$ cat config.mk
export PLATFORM = sky130hd
export DESIGN_NAME = csr_out_queue
export DESIGN_NICKNAME = d
export VERILOG_FILES = /design/src/rtl/csr_out_queue.sv
export SDC_FILE = /design/constraint.sdc
export NUM_CORES = 1
export LEC_CHECK = 0
export ABC_AREA = 1
export BUFFER_PORTS_ARGS = -buffer_cell sky130_fd_sc_hd__buf_2
export CAP_MARGIN = 10
export CORE_MARGIN = 10
export CORE_UTILIZATION = 59
export DETAILED_ROUTE_END_ITERATION = 16
export GPL_TIMING_DRIVEN = 0
export PLACE_DENSITY = 0.94
export RECOVER_POWER = 50
export SKIP_CTS_REPAIR_TIMING = 1
export SLEW_MARGIN = 15
export SYNTH_ARGS = -nofsm -noshare
export SYNTH_HDL_FRONTEND = slang
export SYNTH_SLANG_ARGS = --single-unit
$ cat constraint.sdc
create_clock -name clk -period 6.45 [get_ports clk]
set_input_delay 0.645 -clock clk [delete_from_list [all_inputs] [get_ports clk]]
set_output_delay 0.645 -clock clk [all_outputs]
set_load 0.1 [all_outputs]
$ cat src/rtl/csr_out_queue.sv
// CSRW output stage: updates the three architectural output registers and
// queues every CSRW as a {port,data} record that drains over a val/rdy stream.
module csr_out_queue #(
    parameter  int DEPTH = 4,
    localparam int CNT_W = $clog2(DEPTH) + 1,
    localparam int PTR_W = $clog2(DEPTH)
) (
    input  logic             clk,
    input  logic             rst,
    input  logic             csrw_out0_en_W,
    input  logic             csrw_out1_en_W,
    input  logic             csrw_out2_en_W,
    input  logic [31:0]      csrw_data_W,
    output logic [31:0]      out0,
    output logic [31:0]      out1,
    output logic [31:0]      out2,
    output logic             ostream_val,
    input  logic             ostream_rdy,
    output logic [33:0]      ostream_msg,
    output logic [CNT_W-1:0] count,
    output logic             overflow,
    input  logic             overflow_clr
);

    // Stream handshake: a record transfers on any cycle where ostream_val and
    // ostream_rdy are both high; msg is held stable while val is high and rdy low.

    logic [33:0]      mem_q [DEPTH];
    logic [PTR_W-1:0] rd_ptr_q, rd_ptr_d;
    logic [PTR_W-1:0] wr_ptr_q, wr_ptr_d;
    logic [CNT_W-1:0] count_q, count_d;
    logic             overflow_q, overflow_d;
    logic [31:0]      out0_q, out0_d;
    logic [31:0]      out1_q, out1_d;
    logic [31:0]      out2_q, out2_d;

    logic       wr_req;
    logic       deq;
    logic       enq;
    logic       drop;
    logic [1:0] port_code;

    assign wr_req = csrw_out0_en_W | csrw_out1_en_W | csrw_out2_en_W;
    assign deq    = (count_q != '0) & ostream_rdy;
    // A full queue still accepts when the head leaves in the same cycle.
    assign enq    = wr_req & ((count_q != CNT_W'(DEPTH)) | deq);
    assign drop   = wr_req & ~enq;

    always_comb begin
        port_code = 2'd2;
        if (csrw_out0_en_W) begin
            port_code = 2'd0;
        end else if (csrw_out1_en_W) begin
            port_code = 2'd1;
        end
    end

    always_comb begin
        out0_d = out0_q;
        out1_d = out1_q;
        out2_d = out2_q;
        if (csrw_out0_en_W) begin
            out0_d = csrw_data_W;
        end else if (csrw_out1_en_W) begin
            out1_d = csrw_data_W;
        end else if (csrw_out2_en_W) begin
            out2_d = csrw_data_W;
        end
    end

    always_comb begin
        rd_ptr_d   = rd_ptr_q;
        wr_ptr_d   = wr_ptr_q;
        count_d    = count_q;
        overflow_d = overflow_q;
        if (deq) begin
            rd_ptr_d = rd_ptr_q + PTR_W'(1);
        end
        if (enq) begin
            wr_ptr_d = wr_ptr_q + PTR_W'(1);
        end
        case ({enq, deq})
            2'b10:   count_d = count_q + CNT_W'(1);
            2'b01:   count_d = count_q - CNT_W'(1);
            default: count_d = count_q;
        endcase
        // A drop in the same cycle as a clear keeps the flag set.
        if (drop) begin
            overflow_d = 1'b1;
        end else if (overflow_clr) begin
            overflow_d = 1'b0;
        end
    end

    always_ff @(posedge clk) begin
        if (rst) begin
            rd_ptr_q   <= '0;
            wr_ptr_q   <= '0;
            count_q    <= '0;
            overflow_q <= 1'b0;
            out0_q     <= '0;
            out1_q     <= '0;
            out2_q     <= '0;
            for (int i = 0; i < DEPTH; i++) begin
                mem_q[i] <= '0;
            end
        end else begin
            rd_ptr_q   <= rd_ptr_d;
            wr_ptr_q   <= wr_ptr_d;
            count_q    <= count_d;
            overflow_q <= overflow_d;
            out0_q     <= out0_d;
            out1_q     <= out1_d;
            out2_q     <= out2_d;
            if (enq) begin
                mem_q[wr_ptr_q] <= {port_code, csrw_data_W};
            end
        end
    end

    assign out0        = out0_q;
    assign out1        = out1_q;
    assign out2        = out2_q;
    assign count       = count_q;
    assign overflow    = overflow_q;
    assign ostream_val = (count_q != '0);
    assign ostream_msg = mem_q[rd_ptr_q];

endmodule
==> metrics <==
launch point of the worst reg-to-reg path=count[0]; final setup fails=0; number of nets produced by synthesis=~940; clock skew=0.0148 ns; slack of the critical path=3.06 ns; source-to-sink clock delay at the later pin of the worst-skew pair=0.52 ns; crit path time final=3.39 ns; number of buffers between clock root and the deepest sink=3; endpoint kind of the worst setup timing path=output pin; first-pass GRT wire length=around 45,000 um; number of detailed-routing iterations run before antenna repair=5; count of fill cells added during filler insertion=1,003; vias per std cell=6.10; category of the most critical setup path=reg2out; biggest area consumer among synthesized cells=sky130_fd_sc_hd__edfxtp_1; maximum fanout count along the critical path=10; actual slew at the worst max-slew pin=between 1 and 1.5 ns; routed len/inst=about 22 um; cell area after synthesis=0.00932 sq mm; class of the worst hold path=in2reg; last weighted congestion value of the routability-driven placer=0.793; count of state elements after synthesis=242; result of the run=complete, no violations; die outline height=between 100 and 150 um; initial core utilization=60.7%; Cells after Synth=904; number of DRC markers after the initial detailed-route iteration=1,186; pwr/cell area=between 400 and 500 mW/mm^2; number of hold violations in the final report=0; data required time at the worst endpoint=5.80 ns; static leakage=about 4.8 nW; horizontal extent of the die=146 um; global route overflow=0; layout-stage area growth over the synthesis result=19.7%; ranking of synthesized cells by area=sky130_fd_sc_hd__edfxtp_1, sky130_fd_sc_hd__dfxtp_1, sky130_fd_sc_hd__o21ai_0; antenna violations before repair=0; total wire length after detailed routing=around 29,000 um; Mapped Avg Cell Area=10.3 sq um; terminus of the critical flop-to-flop path=mem_q[2][4]; worst reg-to-reg path cell count=8; fraction of the cycle the final worst path needs=52.5%; Antenna diodes=0; CTS tree=done; number of max-cap violations=0; most common library cell in the layout ignoring fill and taps=sky130_fd_sc_hd__nor2_1; Slew HR=22.3%; fraction of post-synthesis cell area in the top cell type by area=43.8%; buffers added on ports=173; number of nets in the final layout=~1,100; total half-perimeter wirelength after legalization and detailed placement=between 15,000 and 20,000 um; critical path capture point=ostream_msg[0]; startpoint type of the worst setup path=flip-flop; number of core rows=45; setup repair after global routing missed its margin=no; Post-route DRC=0; peak clock frequency supported by timing=295 MHz; Inserted Clock Buffers=24; deepest level of the CTS H-tree=1; I/O Pins=approximately 170; library cell used as clock root buffer=sky130_fd_sc_hd__clkbuf_16; # clock sinks=242; pin count of the biggest net entering global routing=20; Slew Viols, Final=0; Vias=8,150; Yosys Warn Count=0; count of different cell masters after synthesis=24; total die area=0.0212 sq mm; Worst R2R Setup Slack=roughly 3.5 ns; Arrival @ worst endpoint=2.74 ns; count of nets left with antenna violations after detail routing=0; top library cells by usage in the layout, fill and taps aside=sky130_fd_sc_hd__nor2_1, sky130_fd_sc_hd__buf_2, sky130_fd_sc_hd__o21ai_0; maximum VDD drop=0.407 mV; post-placement setup slack=3.76 ns; post-route total power=0.00474 W; Global Route Usage Sum=about a quarter; accumulated negative setup slack=0 ns; area of the core=0.0154 sq mm; register clock-pin slew on the reported worst setup and hold paths=0.07 ns; number of global-route vias before repair=between 8,000 and 9,000; portion of the post-synthesis area used by sequential elements=between 60% and 70%; share of final-layout standard cells stronger than drive strength 1=19.9%
## flip-flops by register name, summed over array words and instances, names as in the netlist, named ones only
signal / flops
wr_ptr_q: 2
out0: 32
mem_q: 136
overflow: 1
out2: 32
rd_ptr_q: 2
out1: 32
count: 3
## report_power, final
group / internal, W / leakage (nW) / switching [W] / total, W
clock: 0.000780 / 0.380 / 0.000580 / 0.00136
sequential: 0.00178 / 2.29 / 0.0000549 / 0.00183
combinational: 0.000219 / 2.14 / 0.00133 / 0.00155
total: 0.00278 / 4.82 / 0.00196 / 0.00474
## layout make-up
type | instances | area (sq um) | share of cell area [%]
clock inverter | 7 | 36.3 | 0.325
tap | 211 | 264 | 2.37
multi-input combinational | 546 | 2520 | 22.6
clock buffer | 37 | 731 | 6.55
inverter | 52 | 195 | 1.75
timing repair buffer | 178 | 953 | 8.54
buffer | 64 | 253 | 2.26
sequential | 242 | 6210 | 55.6
## critical path, stage by stage (launching register included)
cell and delay, ns:
sky130_fd_sc_hd__dfxtp_1 0.42, sky130_fd_sc_hd__inv_1 0.26, sky130_fd_sc_hd__clkbuf_1 0.47, sky130_fd_sc_hd__o21ai_0 0.24, sky130_fd_sc_hd__o22ai_1 0.32, sky130_fd_sc_hd__buf_2 0.50
## cell families (layout without fill, tap and decap cells)
family,Yosys count,in the layout,synth area share [%]
DFF,242,242,66.6
AOI/OAI and AO/OA,307,307,17.0
and+or+nand+nor,238,238,10.5
buffers and inverters,116,338,5.70
adders and majority gates,1,1,0.215
## worst min-delay path by stage
stage | start | end | depth (start not counted)
2_1_floorplan | rd_ptr_q[1] | flip-flop | 2
3_3_place_gp | overflow | overflow | 2
3_5_place_dp | rd_ptr_q[1] | flip-flop | 2
4_1_cts | rst | overflow | 2
5_1_grt | rst | overflow | 2
6_report | rst | overflow | 2
## metrics by stage
step	utilization [%]	area [sq um]	cells	hold slack, ns
final	72.6	11200	1337	0.379
after CTS	73.8	11300	1337	0.388
after floorplan	-	9320	904	0.436
after global placement	68.0	10500	1288	0.453
after global routing	72.6	11200	1337	0.395
after detailed placement	68.8	10600	1293	0.462
## cells in the mapped netlist
master,n
sky130_fd_sc_hd__o211ai_1,1
sky130_fd_sc_hd__nor2_8,1
sky130_fd_sc_hd__dfxtp_1,106
sky130_fd_sc_hd__nor2_4,1
sky130_fd_sc_hd__nand3_1,4
sky130_fd_sc_hd__buf_6,6
sky130_fd_sc_hd__o21ai_0,169
sky130_fd_sc_hd__clkbuf_1,31
sky130_fd_sc_hd__nand2_4,1
sky130_fd_sc_hd__edfxtp_1,136
sky130_fd_sc_hd__inv_2,3
sky130_fd_sc_hd__buf_2,20
sky130_fd_sc_hd__nand3_4,3
sky130_fd_sc_hd__nand2_1,12
sky130_fd_sc_hd__nand2_2,2
sky130_fd_sc_hd__o22ai_1,34
sky130_fd_sc_hd__nand4_1,1
sky130_fd_sc_hd__nor3_1,2
sky130_fd_sc_hd__inv_1,49
sky130_fd_sc_hd__fa_1,1
sky130_fd_sc_hd__buf_4,7
sky130_fd_sc_hd__nor2_1,211
sky130_fd_sc_hd__o31ai_1,1
sky130_fd_sc_hd__a21oi_1,102
## routing by layer
metal	up-vias	track usage [%]	routed length (um)
met2	660	43.0	14100
met1	3831	30.9	10300
met5	-	0	0
met4	0	12.2	1190
li1	3540	-	-
met3	119	6.64	3640
Note: power is estimated with default switching activity, not from simulation.
